**src/rtl/bus_arbiter_nm_if.sv**
```systemverilog
// Bus-side signal bundle of the N-master arbiter: requests, split handshake,
// grants and the owner/slave mux selects.
interface bus_arbiter_nm_if #(
  parameter int unsigned NUM_MASTERS = 4,
  parameter int unsigned NUM_SLAVES  = 3,
  parameter int unsigned SLAVE_LEN   = 2
);
  localparam int unsigned OWNER_W = $clog2(NUM_MASTERS);

  logic                           prio_mode;
  logic [NUM_MASTERS-1:0]         rqst;
  logic [NUM_MASTERS*SLAVE_LEN-1:0] slave_sel;
  logic                           tx_done;
  logic                           split_req;
  logic [NUM_SLAVES-1:0]          split_ready;

  logic [NUM_MASTERS-1:0]         grant;
  logic [OWNER_W-1:0]             owner;
  logic [SLAVE_LEN-1:0]           owner_slave;
  logic                           arb_busy;
  logic                           bus_busy;
  logic [NUM_MASTERS-1:0]         split_pending;
  logic                           timeout_err;
  logic                           sel_err;

  // master: the requesting side of the interconnect; slave: the arbiter itself
  modport master (
    output prio_mode, rqst, slave_sel, tx_done, split_req, split_ready,
    input  grant, owner, owner_slave, arb_busy, bus_busy, split_pending,
           timeout_err, sel_err
  );

  modport slave (
    input  prio_mode, rqst, slave_sel, tx_done, split_req, split_ready,
    output grant, owner, owner_slave, arb_busy, bus_busy, split_pending,
           timeout_err, sel_err
  );
endinterface

```
**src/rtl/bus_arbiter_nm.sv**
```systemverilog
// N-master bus arbiter: round-robin or fixed priority, slave split
// transactions with resume priority, and a per-ownership hold timeout.
module bus_arbiter_nm #(
  parameter int unsigned NUM_MASTERS = 4,
  parameter int unsigned NUM_SLAVES  = 3,
  parameter int unsigned SLAVE_LEN   = 2,
  parameter int unsigned MAX_HOLD    = 255,
  parameter int unsigned HOLD_LEN    = 8
) (
  input logic             clk,
  input logic             rst,
  bus_arbiter_nm_if.slave bus
);
  localparam int unsigned OWNER_W = $clog2(NUM_MASTERS);

  typedef enum logic [1:0] {IDLE, ARB, OWNED} state_t;

  state_t                 state;
  logic [NUM_MASTERS-1:0] grant, split_pending, resumed;
  logic [OWNER_W-1:0]     owner, rr_ptr;
  logic [SLAVE_LEN-1:0]   owner_slave;
  logic [SLAVE_LEN-1:0]   split_slave [NUM_MASTERS];
  logic [HOLD_LEN-1:0]    hold_cnt;
  logic                   arb_busy, bus_busy, timeout_err, sel_err;

  logic [SLAVE_LEN-1:0]   sel_f [NUM_MASTERS];
  logic [NUM_MASTERS-1:0] sel_ok, ready_hit, cand_raw, cand_ok;
  logic                   raw_found, win_found;
  logic [OWNER_W-1:0]     raw_idx, win_idx;
  logic [SLAVE_LEN-1:0]   win_sel;

  function automatic logic [OWNER_W:0] scan(input logic [NUM_MASTERS-1:0] v,
                                            input int unsigned start);
    logic [OWNER_W:0] r;
    r = '0;
    for (int unsigned k = 0; k < NUM_MASTERS; k++) begin
      logic [OWNER_W-1:0] j;
      j = OWNER_W'((start + k) % NUM_MASTERS);
      if (!r[OWNER_W] && v[j]) r = {1'b1, j};
    end
    return r;
  endfunction

  function automatic logic [OWNER_W:0] pick(input logic [NUM_MASTERS-1:0] v,
                                            input logic [NUM_MASTERS-1:0] res_v,
                                            input logic                   fixed,
                                            input logic [OWNER_W-1:0]     ptr);
    if ((v & res_v) != '0) return scan(v & res_v, 0);
    if (fixed) return scan(v, 0);
    return scan(v, 32'(ptr) + 32'd1);
  endfunction

  // Two picks: the unfiltered one finds the would-be winner for sel_err,
  // the filtered one the actual winner.
  always_comb begin
    sel_ok    = '0;
    ready_hit = '0;
    win_sel   = '0;
    for (int unsigned i = 0; i < NUM_MASTERS; i++) begin
      sel_f[i]  = bus.slave_sel[i*SLAVE_LEN +: SLAVE_LEN];
      sel_ok[i] = {1'b0, sel_f[i]} < (SLAVE_LEN+1)'(NUM_SLAVES);
      for (int unsigned s = 0; s < NUM_SLAVES; s++)
        if (split_pending[i] && bus.split_ready[s] && split_slave[i] == SLAVE_LEN'(s))
          ready_hit[i] = 1'b1;
    end
    cand_raw = bus.rqst & ~split_pending;
    cand_ok  = cand_raw & sel_ok;
    {raw_found, raw_idx} = pick(cand_raw, resumed, bus.prio_mode, rr_ptr);
    {win_found, win_idx} = pick(cand_ok, resumed, bus.prio_mode, rr_ptr);
    for (int unsigned i = 0; i < NUM_MASTERS; i++)
      if (OWNER_W'(i) == win_idx) win_sel = sel_f[i];
  end

  always_ff @(posedge clk or negedge rst) begin
    if (!rst) begin
      state         <= IDLE;
      grant         <= '0;
      owner         <= '0;
      owner_slave   <= '0;
      rr_ptr        <= '0;
      hold_cnt      <= '0;
      arb_busy      <= 1'b0;
      bus_busy      <= 1'b0;
      split_pending <= '0;
      resumed       <= '0;
      timeout_err   <= 1'b0;
      sel_err       <= 1'b0;
      for (int unsigned i = 0; i < NUM_MASTERS; i++) split_slave[i] <= '0;
    end else begin
      timeout_err <= 1'b0;
      sel_err     <= 1'b0;
      // A split recorded below in OWNED overrides a same-cycle resume.
      for (int unsigned i = 0; i < NUM_MASTERS; i++)
        if (ready_hit[i]) begin
          split_pending[i] <= 1'b0;
          resumed[i]       <= 1'b1;
        end
      unique case (state)
        IDLE: begin
          sel_err <= raw_found && !sel_ok[raw_idx];
          if (win_found) begin
            state            <= ARB;
            arb_busy         <= 1'b1;
            owner            <= win_idx;
            owner_slave      <= win_sel;
            resumed[win_idx] <= 1'b0;
          end
        end
        ARB: begin
          state    <= OWNED;
          arb_busy <= 1'b0;
          bus_busy <= 1'b1;
          grant    <= NUM_MASTERS'(1) << owner;
          hold_cnt <= '0;
        end
        OWNED: begin
          hold_cnt <= hold_cnt + HOLD_LEN'(1);
          if (bus.tx_done || bus.split_req ||
              (MAX_HOLD != 0 && hold_cnt == HOLD_LEN'(MAX_HOLD))) begin
            state    <= IDLE;
            grant    <= '0;
            bus_busy <= 1'b0;
            rr_ptr   <= owner;
            if (!bus.tx_done && bus.split_req) begin
              split_pending[owner] <= 1'b1;
              split_slave[owner]   <= owner_slave;
            end else if (!bus.tx_done) begin
              timeout_err <= 1'b1;
            end
          end
        end
        default: state <= IDLE;
      endcase
    end
  end

  assign bus.grant         = grant;
  assign bus.owner         = owner;
  assign bus.owner_slave   = owner_slave;
  assign bus.arb_busy      = arb_busy;
  assign bus.bus_busy      = bus_busy;
  assign bus.split_pending = split_pending;
  assign bus.timeout_err   = timeout_err;
  assign bus.sel_err       = sel_err;
endmodule

```
**src/flat_wrapper.sv**
```systemverilog
// flat-port wrapper written by rule: the top's interface ports become plain ports
module bus_arbiter_nm_flat 
#(
  parameter int unsigned NUM_MASTERS = 4,
  parameter int unsigned NUM_SLAVES  = 3,
  parameter int unsigned SLAVE_LEN   = 2,
  parameter int unsigned MAX_HOLD    = 255,
  parameter int unsigned HOLD_LEN    = 8
)
  (clk, rst, bus_prio_mode, bus_rqst, bus_slave_sel, bus_tx_done, bus_split_req, bus_split_ready, bus_grant, bus_owner, bus_owner_slave, bus_arb_busy, bus_bus_busy, bus_split_pending, bus_timeout_err, bus_sel_err);
  bus_arbiter_nm_if #(.NUM_MASTERS(NUM_MASTERS), .NUM_SLAVES(NUM_SLAVES), .SLAVE_LEN(SLAVE_LEN)) bus_i ();
  input logic clk;
  input logic rst;
  input wire logic [$bits(bus_i.prio_mode)-1:0] bus_prio_mode;
  input wire logic [$bits(bus_i.rqst)-1:0] bus_rqst;
  input wire logic [$bits(bus_i.slave_sel)-1:0] bus_slave_sel;
  input wire logic [$bits(bus_i.tx_done)-1:0] bus_tx_done;
  input wire logic [$bits(bus_i.split_req)-1:0] bus_split_req;
  input wire logic [$bits(bus_i.split_ready)-1:0] bus_split_ready;
  output wire logic [$bits(bus_i.grant)-1:0] bus_grant;
  output wire logic [$bits(bus_i.owner)-1:0] bus_owner;
  output wire logic [$bits(bus_i.owner_slave)-1:0] bus_owner_slave;
  output wire logic [$bits(bus_i.arb_busy)-1:0] bus_arb_busy;
  output wire logic [$bits(bus_i.bus_busy)-1:0] bus_bus_busy;
  output wire logic [$bits(bus_i.split_pending)-1:0] bus_split_pending;
  output wire logic [$bits(bus_i.timeout_err)-1:0] bus_timeout_err;
  output wire logic [$bits(bus_i.sel_err)-1:0] bus_sel_err;
  assign bus_i.prio_mode = bus_prio_mode;
  assign bus_i.rqst = bus_rqst;
  assign bus_i.slave_sel = bus_slave_sel;
  assign bus_i.tx_done = bus_tx_done;
  assign bus_i.split_req = bus_split_req;
  assign bus_i.split_ready = bus_split_ready;
  assign bus_grant = bus_i.grant;
  assign bus_owner = bus_i.owner;
  assign bus_owner_slave = bus_i.owner_slave;
  assign bus_arb_busy = bus_i.arb_busy;
  assign bus_bus_busy = bus_i.bus_busy;
  assign bus_split_pending = bus_i.split_pending;
  assign bus_timeout_err = bus_i.timeout_err;
  assign bus_sel_err = bus_i.sel_err;
  bus_arbiter_nm #(.NUM_MASTERS(NUM_MASTERS), .NUM_SLAVES(NUM_SLAVES), .SLAVE_LEN(SLAVE_LEN), .MAX_HOLD(MAX_HOLD), .HOLD_LEN(HOLD_LEN)) u_core (.clk(clk), .rst(rst), .bus(bus_i));
endmodule
```
**config.mk**
```make
export PLATFORM = sky130hd
export DESIGN_NAME = bus_arbiter_nm_flat
export DESIGN_NICKNAME = d
export VERILOG_FILES = /design/src/rtl/bus_arbiter_nm_if.sv /design/src/rtl/bus_arbiter_nm.sv /design/src/flat_wrapper.sv
export SDC_FILE = /design/constraint.sdc
export NUM_CORES = 1
export LEC_CHECK = 0
export BUFFER_PORTS_ARGS = -buffer_cell sky130_fd_sc_hd__buf_2
export CAP_MARGIN = 40
export CORE_MARGIN = 2
export CORE_UTILIZATION = 60
export DETAILED_ROUTE_END_ITERATION = 10
export GPL_ROUTABILITY_DRIVEN = 0
export PLACE_DENSITY = 0.88
export SYNTH_ARGS = -nofsm -noshare
export SYNTH_HDL_FRONTEND = slang
export SYNTH_SLANG_ARGS = --single-unit
```
**constraint.sdc**
```tcl
create_clock -name clk -period 3.06 [get_ports clk]
set_clock_uncertainty 0.1 [all_clocks]
set_input_delay 0 -clock clk [delete_from_list [all_inputs] [get_ports clk]]
set_output_delay 0 -clock clk [all_outputs]
set_load 0.01 [all_outputs]
```
# --- Yosys cells after proc, flatten, opt, wreduce, memory -nomap -nowiden ---
# Cells that the tools add are included.
op_classes:
  eq_ne: 16
  order_cmp: 15
  reduce_logical: 85
  bitwise: 9
  shifts: 1
  n_mux: 136
  addsub: 5
op_table:
  columns: ["op", "count"]
  rows:
  - ["2-to-1 mux 3 bit", 62]
  - ["logical AND 1 bit", 47]
  - ["2-to-1 mux 1 bit", 43]
  - ["2-to-1 mux 4 bit", 6]
  - ["less-than comparator 2 x 3 -> 1 bit, second input constant", 7]
  - ["AND 4 bit", 5]
  - ["zero test 1 bit", 20]
  - ["binary-select mux 1 bit (select 2 bit)", 9]
  - ["case mux 8 bit (2 select lines)", 1]
  - ["2-to-1 mux 2 bit", 7]
  - ["zero test 2 bit", 6]
  - ["equality test 2 x 1 -> 1 bit, second input constant", 5]
  - ["equality test 2 bit, second input constant", 5]
  - ["AND reduction 2 bit", 5]
  - ["adder 8 x 1 -> 8 bit, second input constant", 1]
  - ["bitwise mux 8 bit", 1]
  - ["equality test 8 bit, second input constant", 1]
  - ["less-than comparator 2 bit, second input constant", 4]
  - ["inverter 4 bit", 2]
  - ["case mux 4 bit (2 select lines)", 1]
  - ["nonzero test 4 bit", 2]
  - ["case mux 2 bit (3 select lines)", 1]
  - ["adder 2 x 1 -> 2 bit, second input constant", 2]
  - ["adder 2 bit, second input constant", 2]
  - ["other kinds (15)", 22]
totals:
  output_inout_bits: 16
  register_bits: 40
  inputBits: 20

# --- Logic depth before layout (Yosys ltp) ---
# Gate-level depths: netlist of run 1.
logic_depth:
  depth_word: 32
  depth_mapped: 8
  ltp_nobuf: 8

# --- Worst setup path after synthesis of run 1 ---
# OpenSTA, ideal clock, no wires.
synth_path:
  path_kind: "reg2reg"
  from: "register u_core.rr_ptr[0]"
  to: "register u_core.sel_err (netlist: u_core.bus.sel_err)"
  arrival_ns: 1.873
  setup_slack_ns: 0.955
  period_less_slack_ns: 2.105
  n_path_buf: 1
  setup_time_ns: 0.132
  stages_incl_launch_ff: 9
  cell_sequence: "dfrtp_1 > buf_6 > or3b_1 > a211o_1 > a21oi_2 > o21ai_2 > mux2i_1 > nor4_1 > nor3_2"
synth_via:
  elab_chain_len: 26
  word_cells_on_any_way: 35
  cone_classes: "4 x add/sub; 23 x mux; 8 x reduce/logical"
synth_lines:
  columns: ["element", "line", "source"]
  rows:
  - ["from (decl)", "bus_arbiter_nm.sv:20", "logic [OWNER_W-1:0] owner, rr_ptr;"]
  - ["from (signal assigned)", "bus_arbiter_nm.sv:123", "rr_ptr <= owner;"]
  - ["adder 2 x 1 -> 2 bit *", "bus_arbiter_nm.sv:50", "return scan(v, 32'(ptr) + 32'd1);"]
  - ["binary-select mux 1 bit (select 2 bit)", "bus_arbiter_nm.sv:39", "if (!r[OWNER_W] && v[j]) r = {1'b1, j};"]
  - ["2-to-1 mux 1 bit (implied by the code)", "bus_arbiter_nm.sv:39", null]
  - ["2-to-1 mux 3 bit", "bus_arbiter_nm.sv:39", null]
  - ["2-to-1 mux 3 bit", "bus_arbiter_nm.sv:50", null]
  - ["2-to-1 mux 3 bit", "bus_arbiter_nm.sv:49", "if (fixed) return scan(v, 0);"]
  - ["zero test 1 bit", "bus_arbiter_nm.sv:39", null]
  - ["logical AND 1 bit", "bus_arbiter_nm.sv:39", null]
  - ["(+10 left out)", null, null]
  - ["2-to-1 mux 3 bit *", "bus_arbiter_nm.sv:39", null]
  - ["2-to-1 mux 3 bit *", "bus_arbiter_nm.sv:50", null]
  - ["2-to-1 mux 3 bit *", "bus_arbiter_nm.sv:49", null]
  - ["binary-select mux 1 bit (select 2 bit)", "bus_arbiter_nm.sv:100", "sel_err <= raw_found && !sel_ok[raw_idx];"]
  - ["2-to-1 mux 1 bit (implied by the code)", "bus_arbiter_nm.sv:100", null]
  - ["zero test 1 bit", "bus_arbiter_nm.sv:100", null]
  - ["logical AND 1 bit *", "bus_arbiter_nm.sv:100", null]
  - ["2-to-1 mux 1 bit *", "bus_arbiter_nm.sv:98", "unique case (state)"]
  - ["to (signal assigned)", "bus_arbiter_nm.sv:100", null]
  - ["to (decl)", "bus_arbiter_nm.sv:24", "logic arb_busy, bus_busy, timeout_err, sel_err;"]
# Mark *: on every way between the ends. The rest lies on a longest branch, timed or not. The select of a mux whose other input is x is not followed.
# A chain may end at the register's enable or synchronous reset.

# --- Final worst setup path of run 1 ---
layout_path:
  from: "register u_core.split_pending[2] (netlist: u_core.bus.split_pending[2])"
  to: "register u_core.owner_slave[1] (netlist: u_core.bus.owner_slave[1])"
layout_via:
  elab_chain_len: 28
  word_cells_on_any_way: 56
  cone_classes: "3 x eq/ne; 34 x mux; 4 x bitwise; 15 x reduce/logical"
layout_lines:
  columns: ["element", "line", "source"]
  rows:
  - ["from (decl)", "bus_arbiter_nm.sv:19", "logic [NUM_MASTERS-1:0] grant, split_pending, resumed;"]
  - ["from (signal assigned)", "bus_arbiter_nm.sv:84", "split_pending <= '0;"]
  - ["from (signal, indexed assignment)", "bus_arbiter_nm.sv:95", "split_pending[i] <= 1'b0;"]
  - ["from (signal, indexed assignment)", "bus_arbiter_nm.sv:125", "split_pending[owner] <= 1'b1;"]
  - ["inverter 4 bit *", "bus_arbiter_nm.sv:66", "cand_raw = bus.rqst & ~split_pending;"]
  - ["AND 4 bit *", "bus_arbiter_nm.sv:66", null]
  - ["AND 4 bit *", "bus_arbiter_nm.sv:67", "cand_ok = cand_raw & sel_ok;"]
  - ["binary-select mux 1 bit (select 2 bit)", "bus_arbiter_nm.sv:39", null]
  - ["2-to-1 mux 1 bit (implied by the code)", "bus_arbiter_nm.sv:39", null]
  - ["2-to-1 mux 3 bit", "bus_arbiter_nm.sv:39", null]
  - ["2-to-1 mux 3 bit", "bus_arbiter_nm.sv:50", null]
  - ["2-to-1 mux 3 bit", "bus_arbiter_nm.sv:49", null]
  - ["(+9 left out)", null, null]
  - ["2-to-1 mux 3 bit", "bus_arbiter_nm.sv:49", null]
  - ["zero test 1 bit", "bus_arbiter_nm.sv:39", null]
  - ["logical AND 1 bit", "bus_arbiter_nm.sv:39", null]
  - ["2-to-1 mux 3 bit", "bus_arbiter_nm.sv:39", null]
  - ["2-to-1 mux 3 bit", "bus_arbiter_nm.sv:50", null]
  - ["2-to-1 mux 3 bit *", "bus_arbiter_nm.sv:49", null]
  - ["zero test 2 bit", "bus_arbiter_nm.sv:71", "if (OWNER_W'(i) == win_idx) win_sel = sel_f[i];"]
  - ["2-to-1 mux 2 bit (4 in series)", "bus_arbiter_nm.sv:71", null]
  - ["to (signal assigned)", "bus_arbiter_nm.sv:105", "owner_slave <= win_sel;"]
  - ["to (decl)", "bus_arbiter_nm.sv:21", "logic [SLAVE_LEN-1:0] owner_slave;"]
# Marked as above.

==> results of run 1 <==
[critical path: cells and delay by family (launching register included)]
kind | cells | cell delay (ps)
AND/OR/NAND/NOR | 4 | 850
flip-flops | 1 | 410
buffers and inverters | 1 | 570
AO/OA/AOI/OAI | 3 | 760
[flip-flops by register name, summed over array words and instances (netlist names)]
| name | count |
|---|---|
| u_core.bus.split_pending | 4 |
| u_core.rr_ptr | 2 |
| u_core.resumed | 4 |
| u_core.bus.arb_busy | 1 |
| u_core.hold_cnt | 8 |
| u_core.bus.owner_slave | 2 |
| u_core.bus.bus_busy | 1 |
| u_core.bus.sel_err | 1 |
| u_core.split_slave | 8 |
| u_core.bus.owner | 2 |
| u_core.state | 2 |
| u_core.bus.timeout_err | 1 |
| u_core.bus.grant | 4 |
[per-stage QoR]
| stage | cells | hold slack [ps] | util | setup slack [ps] |
|---|---|---|---|---|
| 2_1_floorplan | 255 | -396 | - | 955 |
| 3_3_place_gp | 331 | 64.9 | 0.686 | 850 |
| 3_5_place_dp | 332 | -145 | 0.693 | 815 |
| 4_1_cts | 350 | 4.52 | 0.743 | 265 |
| 5_1_grt | 350 | 80.3 | 0.743 | 70.9 |
| 6_report | 350 | 9.77 | 0.743 | 238 |
[per-layer routing]
metal | GRT usage | share of wire | wire length [um] | up-vias
met2 | 0.448 | 0.47 | 2640 | 82
met4 | 0.133 | 0.033 | 187 | 0
met1 | 0.365 | 0.44 | 2490 | 1052
li1 | - | - | - | 1011
met5 | 0 | 0 | 0 | -
met3 | 0.0591 | 0.059 | 336 | 17
[report_power, final]
part	switching, mW	internal [mW]	leakage, nW
clock	0.192	0.159	0.0479
combinational	0.533	0.436	0.723
sequential	0.203	0.692	0.531
[repair_timing]
action	CTS	global route
hold endpoints to repair	44	0
hold buffers	10	0
gates resized for setup	0	0
endpoints found under the setup margin	0	0
[layout make-up]
type | instances | area, um2
well taps | 48 | 60.1
inverters | 16 | 60.1
clock inverters | 3 | 18.8
flip-flops and latches | 40 | 1000
clock buffers | 5 | 68.8
multi-input cells | 192 | 1250
repair buffers | 46 | 303
fillers | 276 | 953
[worst paths after layout]
path                                                       start                               endpoint  slack (ps)  cells past startpoint
setup reg to reg           u_core.bus.split_pending[2]$_DFF_PN0_  u_core.bus.owner_slave[1]$_DFFE_PN0P_         240                      8
min in group asynchronous                                    rst        u_core.bus.grant[3]$_DFFE_PN0P_          70                      2
hold / removal                                bus_split_ready[2]  u_core.bus.split_pending[2]$_DFF_PN0_          10                      4
max in group asynchronous                                    rst            u_core.state[1]$_DFFE_PN0P_        2340                      3
hold reg to reg                  u_core.bus.bus_busy$_DFFE_PN0P_        u_core.bus.bus_busy$_DFFE_PN0P_         380                      1
setup / recovery           u_core.bus.split_pending[2]$_DFF_PN0_  u_core.bus.owner_slave[1]$_DFFE_PN0P_         240                      8
[cell families (layout without fill, tap and decap cells)]
logic type | after synthesis | after routing | synth area share
xor gates and xnor gates | 2 | 2 | 0.00746
AOI/OAI and AO/OA | 71 | 71 | 0.204
adders and majority gates | 5 | 5 | 0.0267
DFF | 40 | 40 | 0.426
buffers and inverters | 23 | 70 | 0.0405
muxes | 21 | 21 | 0.0954
and+or+nand+nor | 93 | 93 | 0.199
[synthesized netlist by cell type (2+ instances only)]
| master | instances | area (um2) |
|---|---|---|
| nand4_1 | 4 | 25.0 |
| ha_1 | 5 | 62.6 |
| nand3b_1 | 2 | 15.0 |
| nor3b_1 | 2 | 15.0 |
| and2_1 | 3 | 18.8 |
| mux2_2 | 8 | 90.1 |
| o21ai_0 | 17 | 85.1 |
| dfrtp_1 | 40 | 1000 |
| nand2_1 | 34 | 128 |
| a31oi_1 | 2 | 12.5 |
| o22ai_1 | 6 | 37.5 |
| a21oi_1 | 17 | 85.1 |
| nand3_1 | 10 | 50.1 |
| inv_1 | 16 | 60.1 |
| a21o_1 | 3 | 22.5 |
| clkbuf_1 | 5 | 18.8 |
| or2_1 | 2 | 12.5 |
| a32o_1 | 2 | 20.0 |
| o221ai_1 | 3 | 26.3 |
| nor2_1 | 14 | 52.6 |
| a21oi_2 | 2 | 17.5 |
| nor2b_1 | 5 | 31.3 |
| nand2b_1 | 6 | 37.5 |
| mux2i_1 | 10 | 100 |
| a211o_1 | 2 | 17.5 |
| and3_1 | 2 | 12.5 |
| nor3_1 | 3 | 15.0 |
| mux2_1 | 3 | 33.8 |
| o21ai_1 | 2 | 10.0 |
==> impl_metrics.yaml, run 1 <==
outcome:
  outcome: "completed"
routing:
  remaining_drc_errors: 0
  vias: 2162
  viasPerCell: 6.18
  first_iter_violations: 216
  dr.pass1.iters: 5
  detail-route-antenna-nets: 0
  post_drt_wl_per_cell_um: 16.2
  routed_wl_um: 5660
synthesis:
  synth-main-ff-cell: "dfrtp_1"
  yosys_warnings: 0
  yosys_register_bits: 40
  synth.avg_cell_area_um2: 9.20
  synth_area_mm2: 0.00235
  synth-edff-count: 0
  yosys.cell_types.count: 54
  syn_inst: 255
  synth_nets: 280
  synthArstFlopShare: 1.00
  ys_seq_area_frac: 0.426
global_routing:
  grt_pass1_vias: 2005
  grt_pass1_wl_um: 9220
  overflow: 0
  antenna_found_initial: 0
  grtUsageTotal: 0.281
  grt_max_degree: 25
placed_design:
  placed_area_mm2: 0.00257
  port_buffers: 35
  dpl.hpwl_um: 4160
clocking:
  insertion_delay_ps: 300
  numCtsBuffers: 5
  cts_max_path_buffers: 2
  htree_levels: 2
  clk_pin_slew_ps: 80
  cts_tree: "yes"
  cts-root-buf: "clkbuf_8"
  clkSinkCount: 40
  cts_setup_buffers: 0
timing:
  period_needed_ps: 2820
  finalSetupViolations: 0
  rsz0062_at_grt: "false"
  hold_viol: 0
  final.period_utilization: 0.922
  tightest_slew_ps: 488
  maxSlewViolCount: 0
  tns_ps: 0
  slew_headroom: 0.673
  fmax_ghz: 0.354
floorplanning:
  die-area_mm2: 0.00443
  initial_core_util: 0.632
  die_h_um: 66.5
  row_count: 22
  coreArea_mm2: 0.00372
  fp.dieW_um: 66.5
  pin_count: 36
layout:
  antenna_cells: 0
  mostFrequentLayoutCells: "40 x dfrtp_1, 35 x buf_2, 34 x nand2_1"
  areaGrowthSynthToFinish_pct: 17.7
  fin_area_mm2: 0.00276
  nets: 326
  drive_above_1_share: 0.202
  final_common_cell: "dfrtp_1"
power_and_ir_drop:
  power.density_mw_per_mm2: 802
  power_mw: 2.22
  p_leak_nw: 1.30
  ir_drop_mv: 0.396
setup_path:
  crit_slowest_cell: "dlygate4sd3_1"
  cp_cell_sequence: "nor2b_1 -> nand2_1 -> o211ai_1 -> nand4_1 -> a41oi_1 -> or2_1 -> o221ai_1 -> dlygate4sd3_1"
  cp.arrival_ps: 2910
  crit_path_max_incr_delay_ps: 570
  start_kind: "flip-flop"
  path_class: "flip-flop to flip-flop"
  required_ps: 3140
  end_kind: "flip-flop"
  path_max_fanout: 6
worst_hold_path:
  hold_path.class: "input pin to flip-flop"
run:
  drv_cap: 0
Note: power is estimated with default switching activity, not from simulation.
==> inputs of run 2 (changes only) <==
--- a/config.mk
+++ b/config.mk
@@ -8,10 +8,10 @@
 export BUFFER_PORTS_ARGS = -buffer_cell sky130_fd_sc_hd__buf_2
 export CAP_MARGIN = 40
 export CORE_MARGIN = 2
-export CORE_UTILIZATION = 60
+export CORE_UTILIZATION = 25
 export DETAILED_ROUTE_END_ITERATION = 10
 export GPL_ROUTABILITY_DRIVEN = 0
-export PLACE_DENSITY = 0.88
+export PLACE_DENSITY = 0.46
 export SYNTH_ARGS = -nofsm -noshare
 export SYNTH_HDL_FRONTEND = slang
 export SYNTH_SLANG_ARGS = --single-unit
==> run 2 against run 1 <==
  * Register-to-register slack about the same
  * Highest routed layer unchanged
  * Combinational power is 2% lower
  * Largest cell class unchanged
  * Critical path type unchanged
  * Via count down 7.5%
  * Cell area grew 4.0%
  * Sequential share of layout area decreased by 1.4 points
  * Non-clock buffer count up 2
  * Die area is 130% higher
  * Critical path depth is the same
  * Flip-flop and latch count unchanged
==> impl_metrics.yaml, run 2 (synthesis results as in run 1) <==
global_routing:
  grtUsageTotal: 0.128
  overflow: 0
  antenna_found_initial: 0
  grt_max_degree: 35
  grt_pass1_wl_um: 10100
  grt_pass1_vias: 1956
setup_path:
  path_class: "flip-flop to flip-flop"
  cp.arrival_ps: 2880
  cp_cell_sequence: "nand2b_1 -> o2bb2ai_2 -> o221ai_1 -> and3_1 -> o21ai_4 -> mux2i_1 -> dlygate4sd3_1 -> o221ai_1"
  required_ps: 3130
  path_max_fanout: 10
  crit_path_max_incr_delay_ps: 570
  crit_slowest_cell: "dlygate4sd3_1"
  end_kind: "flip-flop"
  start_kind: "flip-flop"
  cpMostUsedCell: "o221ai_1"
layout:
  layout.cells.non_filler: 415
  regArea_mm2: 0.00100
  multiInputGateArea_mm2: 0.00125
  mostFrequentLayoutCells: "40 x dfrtp_1, 35 x buf_2, 34 x nand2_1"
  drive_above_1_share: 0.197
  nets: 328
  final_common_cell: "dfrtp_1"
  fill_cells: 968
  areaGrowthSynthToFinish_pct: 22.4
  reg_top3: "u_core.hold_cnt x8, u_core.split_slave x8"
  antenna_cells: 0
clocking:
  clk_pin_slew_ps: 80
  numCtsBuffers: 5
  clkSinkCount: 40
  htree_levels: 2
  cts-root-buf: "clkbuf_8"
  cts_max_path_buffers: 2
  cts_setup_buffers: 0
  cts_tree: "yes"
  insertion_delay_ps: 290
worst_hold_path:
  hold_path.class: "input pin to flip-flop"
placed_design:
  dpl.hpwl_um: 4690
  dpl.cell_count: 395
  place_ws_ps: 733
  port_buffers: 35
timing:
  period_needed_ps: 2810
  finalWorstSetupSlack_ps: 246
  tightest_slew_ps: 495
  maxSlewViolCount: 0
  final.period_utilization: 0.920
  fmax_ghz: 0.355
  tns_ps: 0
  finalSetupViolations: 0
  hold_viol: 0
  holdWs_ps: 3.17
  slew_headroom: 0.669
  rsz0062_at_grt: "false"
power_and_ir_drop:
  power.internal_mw: 1.36
  p_comb_frac: 0.420
  sw_frac_of_total: 0.402
  ir_drop_mv: 0.237
  power.density_mw_per_mm2: 791
  pwr-share-clk: 0.191
  pwr-share-seq: 0.389
  p_leak_nw: 1.31
  switchingPower_mw: 0.913
run:
  drv_cap: 0
floorplanning:
  die_h_um: 101
  row_count: 35
  coreArea_mm2: 0.00915
  initial_core_util: 0.256
  die-area_mm2: 0.0102
  fp.dieW_um: 101
  pin_count: 36
routing:
  detail-route-antenna-nets: 0
  post_drt_wl_per_cell_um: 14.7
  dr.pass1.iters: 4
  first_iter_violations: 104
  viasPerCell: 4.82
  routed_wl_um: 6090
  vias: 1999
  remaining_drc_errors: 0
outcome:
  outcome: "completed"
## run 2: final timing paths
kind | start | endpoint | slack, ps | cells after the start
worst max-delay path | u_core.bus.split_pending[1]$_DFF_PN0_ | u_core.bus.owner_slave[1]$_DFFE_PN0P_ | 250 | 8
worst min-delay path | bus_slave_sel[0] | u_core.bus.owner_slave[0]$_DFFE_PN0P_ | 3 | 3
worst max register to register | u_core.bus.split_pending[1]$_DFF_PN0_ | u_core.bus.owner_slave[1]$_DFFE_PN0P_ | 250 | 8
worst min register to register | u_core.bus.bus_busy$_DFFE_PN0P_ | u_core.bus.bus_busy$_DFFE_PN0P_ | 390 | 1
max in group asynchronous | rst | u_core.bus.sel_err$_DFF_PN0_ | 2040 | 3
min in group asynchronous | rst | u_core.split_slave[0]$_DFFE_PN0P_ | 110 | 3
## run 2: per-layer routing
| layer | track usage | routed length [um] | up-vias |
|---|---|---|---|
| met3 | 0.0257 | 190 | 6 |
| met1 | 0.162 | 2820 | 948 |
| met2 | 0.222 | 3010 | 34 |
| met5 | 0 | 0 | - |
| met4 | 0.0322 | 68 | 0 |
| li1 | - | - | 1011 |
## run 2: critical path: cells and delay by family, from the launching register on
family	cells	cell delay [ps]
AO/OA/AOI/OAI	4	780
AND/OR/NAND/NOR	2	570
buffers and inverters	1	570
flip-flops	1	440
multiplexers	1	230
## run 2: what timing repair did
item	4_1_cts	5_1_grt
endpoints found under the hold margin	44	0
hold buffers	12	0
gates resized for setup	0	0
## run 2: area by class of cell
class,count,area share
Multi-Input combinational cell,192,0.435
Sequential cell,40,0.348
Timing Repair Buffer,48,0.110
Tap cell,111,0.0483
Clock buffer,6,0.0253
Inverter,16,0.0209
Clock inverter,2,0.0122
## run 2: per-stage QoR
stage | cell area (um2) | util | power [mW]
after detailed placement | 2650 | 0.289 | 1.84
after global routing | 2870 | 0.314 | 2.47
after CTS | 2870 | 0.314 | 2.31
after global placement | 2630 | 0.287 | 1.84
after floorplan | 2350 | - | 1.55
final | 2870 | 0.314 | 2.27
## run 2: power by group through the flow
stage / Clock [mW] / Sequential, mW / Combinational (mW)
finish: 0.435 / 0.885 / 0.954
global placement: 0 / 0.901 / 0.936
CTS: 0.449 / 0.889 / 0.972
detailed placement: 0 / 0.898 / 0.944
global route: 0.473 / 0.915 / 1.08
floorplan: 0 / 0.843 / 0.706
==> inputs of run 3 (changes only) <==
--- a/config.mk
+++ b/config.mk
@@ -5,13 +5,13 @@
 export SDC_FILE = /design/constraint.sdc
 export NUM_CORES = 1
 export LEC_CHECK = 0
-export BUFFER_PORTS_ARGS = -buffer_cell sky130_fd_sc_hd__buf_2
 export CAP_MARGIN = 40
 export CORE_MARGIN = 2
 export CORE_UTILIZATION = 25
 export DETAILED_ROUTE_END_ITERATION = 10
+export DONT_BUFFER_PORTS = 1
 export GPL_ROUTABILITY_DRIVEN = 0
-export PLACE_DENSITY = 0.46
+export PLACE_DENSITY = 0.42
 export SYNTH_ARGS = -nofsm -noshare
 export SYNTH_HDL_FRONTEND = slang
 export SYNTH_SLANG_ARGS = --single-unit
==> run 3 against run 2 <==
  * Sequential power rose by 5.9%
  * Count of clock-buffer cells in the layout unchanged
  * Largest power group is now sequential cells
  * Clock power hardly changed
  * Critical path depth unchanged
  * Final cell count down 7.5%
  * Flip-flop and latch count stayed put
  * Maximum frequency down 0.92%
  * Non-clock buffer count is 31 lower
  * Core utilization shrank 1.4 points
==> impl_metrics.yaml, run 3 (synthesis results as in run 1) <==
floorplanning:
  initial_core_util: 0.256
  pin_count: 36
  coreArea_mm2: 0.00915
  die_h_um: 101
  die-area_mm2: 0.0102
  row_count: 35
  fp.dieW_um: 101
routing:
  post_drt_wl_per_cell_um: 16.8
  remaining_drc_errors: 0
  routed_wl_um: 6450
  dr.pass1.iters: 5
  viasPerCell: 5.16
  first_iter_violations: 98
  detail-route-antenna-nets: 0
  vias: 1981
layout:
  nets: 297
  areaGrowthSynthToFinish_pct: 17.1
  utilization: 0.300
  antenna_cells: 0
  layout.cells.non_filler: 384
  fin_area_mm2: 0.00275
  mostFrequentLayoutCells: "40 x dfrtp_1, 34 x nand2_1, 17 x a21oi_1, 17 x o21ai_0"
  reg_top3: "u_core.hold_cnt x8, u_core.split_slave x8"
  drive_above_1_share: 0.0952
  final_common_cell: "dfrtp_1"
timing:
  period_needed_ps: 2840
  maxSlewViolCount: 0
  finalSetupViolations: 0
  slew_headroom: 0.647
  fmax_ghz: 0.352
  final.period_utilization: 0.928
  rsz0062_at_grt: "false"
  tns_ps: 0
  tightest_slew_ps: 527
  hold_viol: 0
  finalWorstSetupSlack_ps: 220
setup_path:
  reg2reg_depth: 8
  path_max_fanout: 6
  crit_start: "u_core.bus.split_pending[0]$_DFF_PN0_"
  end_kind: "flip-flop"
  path_class: "flip-flop to flip-flop"
  cp.arrival_ps: 2910
  rrSetupSlack_ps: 220
  start_kind: "flip-flop"
  required_ps: 3130
  r2r_end: "u_core.bus.owner_slave[0]$_DFFE_PN0P_"
  r2r_start: "u_core.bus.split_pending[0]$_DFF_PN0_"
placed_design:
  dpl.cell_count: 359
  port_buffers: 0
  placed_area_mm2: 0.00245
  dpl.hpwl_um: 4610
  place_ws_ps: 669
clocking:
  cts_tree: "yes"
  insertion_delay_ps: 290
  cts_setup_buffers: 0
  clk_pin_slew_ps: 80
  numCtsBuffers: 5
  htree_levels: 2
  clkSinkCount: 40
  cts-root-buf: "clkbuf_8"
  cts_max_path_buffers: 2
worst_hold_path:
  hold-path-endpoint: "u_core.bus.split_pending[3]$_DFF_PN0_"
  hold_path.class: "input pin to flip-flop"
  worstHoldStart: "bus_split_ready[0]"
  hold_depth: 3
global_routing:
  overflow: 0
  grtUsageTotal: 0.131
  grt_pass1_vias: 1980
  antenna_found_initial: 0
  grt_pass1_wl_um: 10400
  grt_max_degree: 41
run:
  drv_cap: 0
power_and_ir_drop:
  power.density_mw_per_mm2: 809
  p_leak_nw: 1.18
  ir_drop_mv: 0.218
outcome:
  outcome: "completed"
==> run 3: changes by cell type in the layout (fill, tap and decap cells not counted) <==
| cell | before | now |
|---|---|---|
| buf_2 | 35 | 0 |
| dlygate4sd3_1 | 12 | 16 |
| buf_12 | 1 | 0 |
| buf_16 | 0 | 1 |
| nand2b_1 | 6 | 5 |
| nand2b_2 | 0 | 1 |
==> run 3: final cells by class <==
type                            instances  area, um2
Tap cell                              111        139
Inverter                               16       60.1
Clock inverter                          2       35.0
Sequential cell                        40       1000
Timing Repair Buffer                   17        188
Fill cell                             952       6400
Multi-Input combinational cell        192       1250
Clock buffer                            6       72.6
==> run 3: where the power goes <==
part,internal [mW],switching (mW)
Clock,0.242,0.194
Sequential,0.692,0.245
Combinational,0.387,0.465
Total,1.32,0.903
==> run 3: how the worst max path moves through the flow <==
stage,cells past startpoint,end,slack [ps]
after floorplan,8,u_core.bus.sel_err$_DFF_PN0_,950
after global placement,7,u_core.bus.owner_slave[0]$_DFFE_PN0P_,700
after detailed placement,7,u_core.bus.owner_slave[0]$_DFFE_PN0P_,670
after CTS,8,u_core.bus.owner_slave[0]$_DFFE_PN0P_,150
after global routing,8,u_core.bus.owner_slave[1]$_DFFE_PN0P_,30
final,8,u_core.bus.owner_slave[0]$_DFFE_PN0P_,220
==> run 3: worst max-delay path: stages (launching register included) <==
cell	delay, ps
dfrtp_1	480
nor2b_1	400
o2bb2ai_2	210
o221ai_1	150
and3_1	220
o21ai_4	250
mux2i_1	230
dlygate4sd3_1	570
o221ai_1	110
==> run 3: through the flow <==
| stage | total power, mW | hold slack, ps |
|---|---|---|
| finish | 2.22 | 15.8 |
| floorplan | 1.55 | -396 |
| global route | 2.41 | 73.4 |
| detailed placement | 1.76 | -395 |
| global placement | 1.76 | -395 |
| CTS | 2.25 | 5.36 |
==> run 3: per-layer routing <==
layer  track usage  wire [um]
met3        0.0374        478
met4        0.0353         92
met2         0.208       2940
met1         0.175       2930
met5             0          0
==> run 3: timing repair <==
item,4_1_cts,5_1_grt
gates resized for setup,0,1
hold endpoints to repair,50,0
endpoints found under the setup margin,0,2
hold buffers,17,0
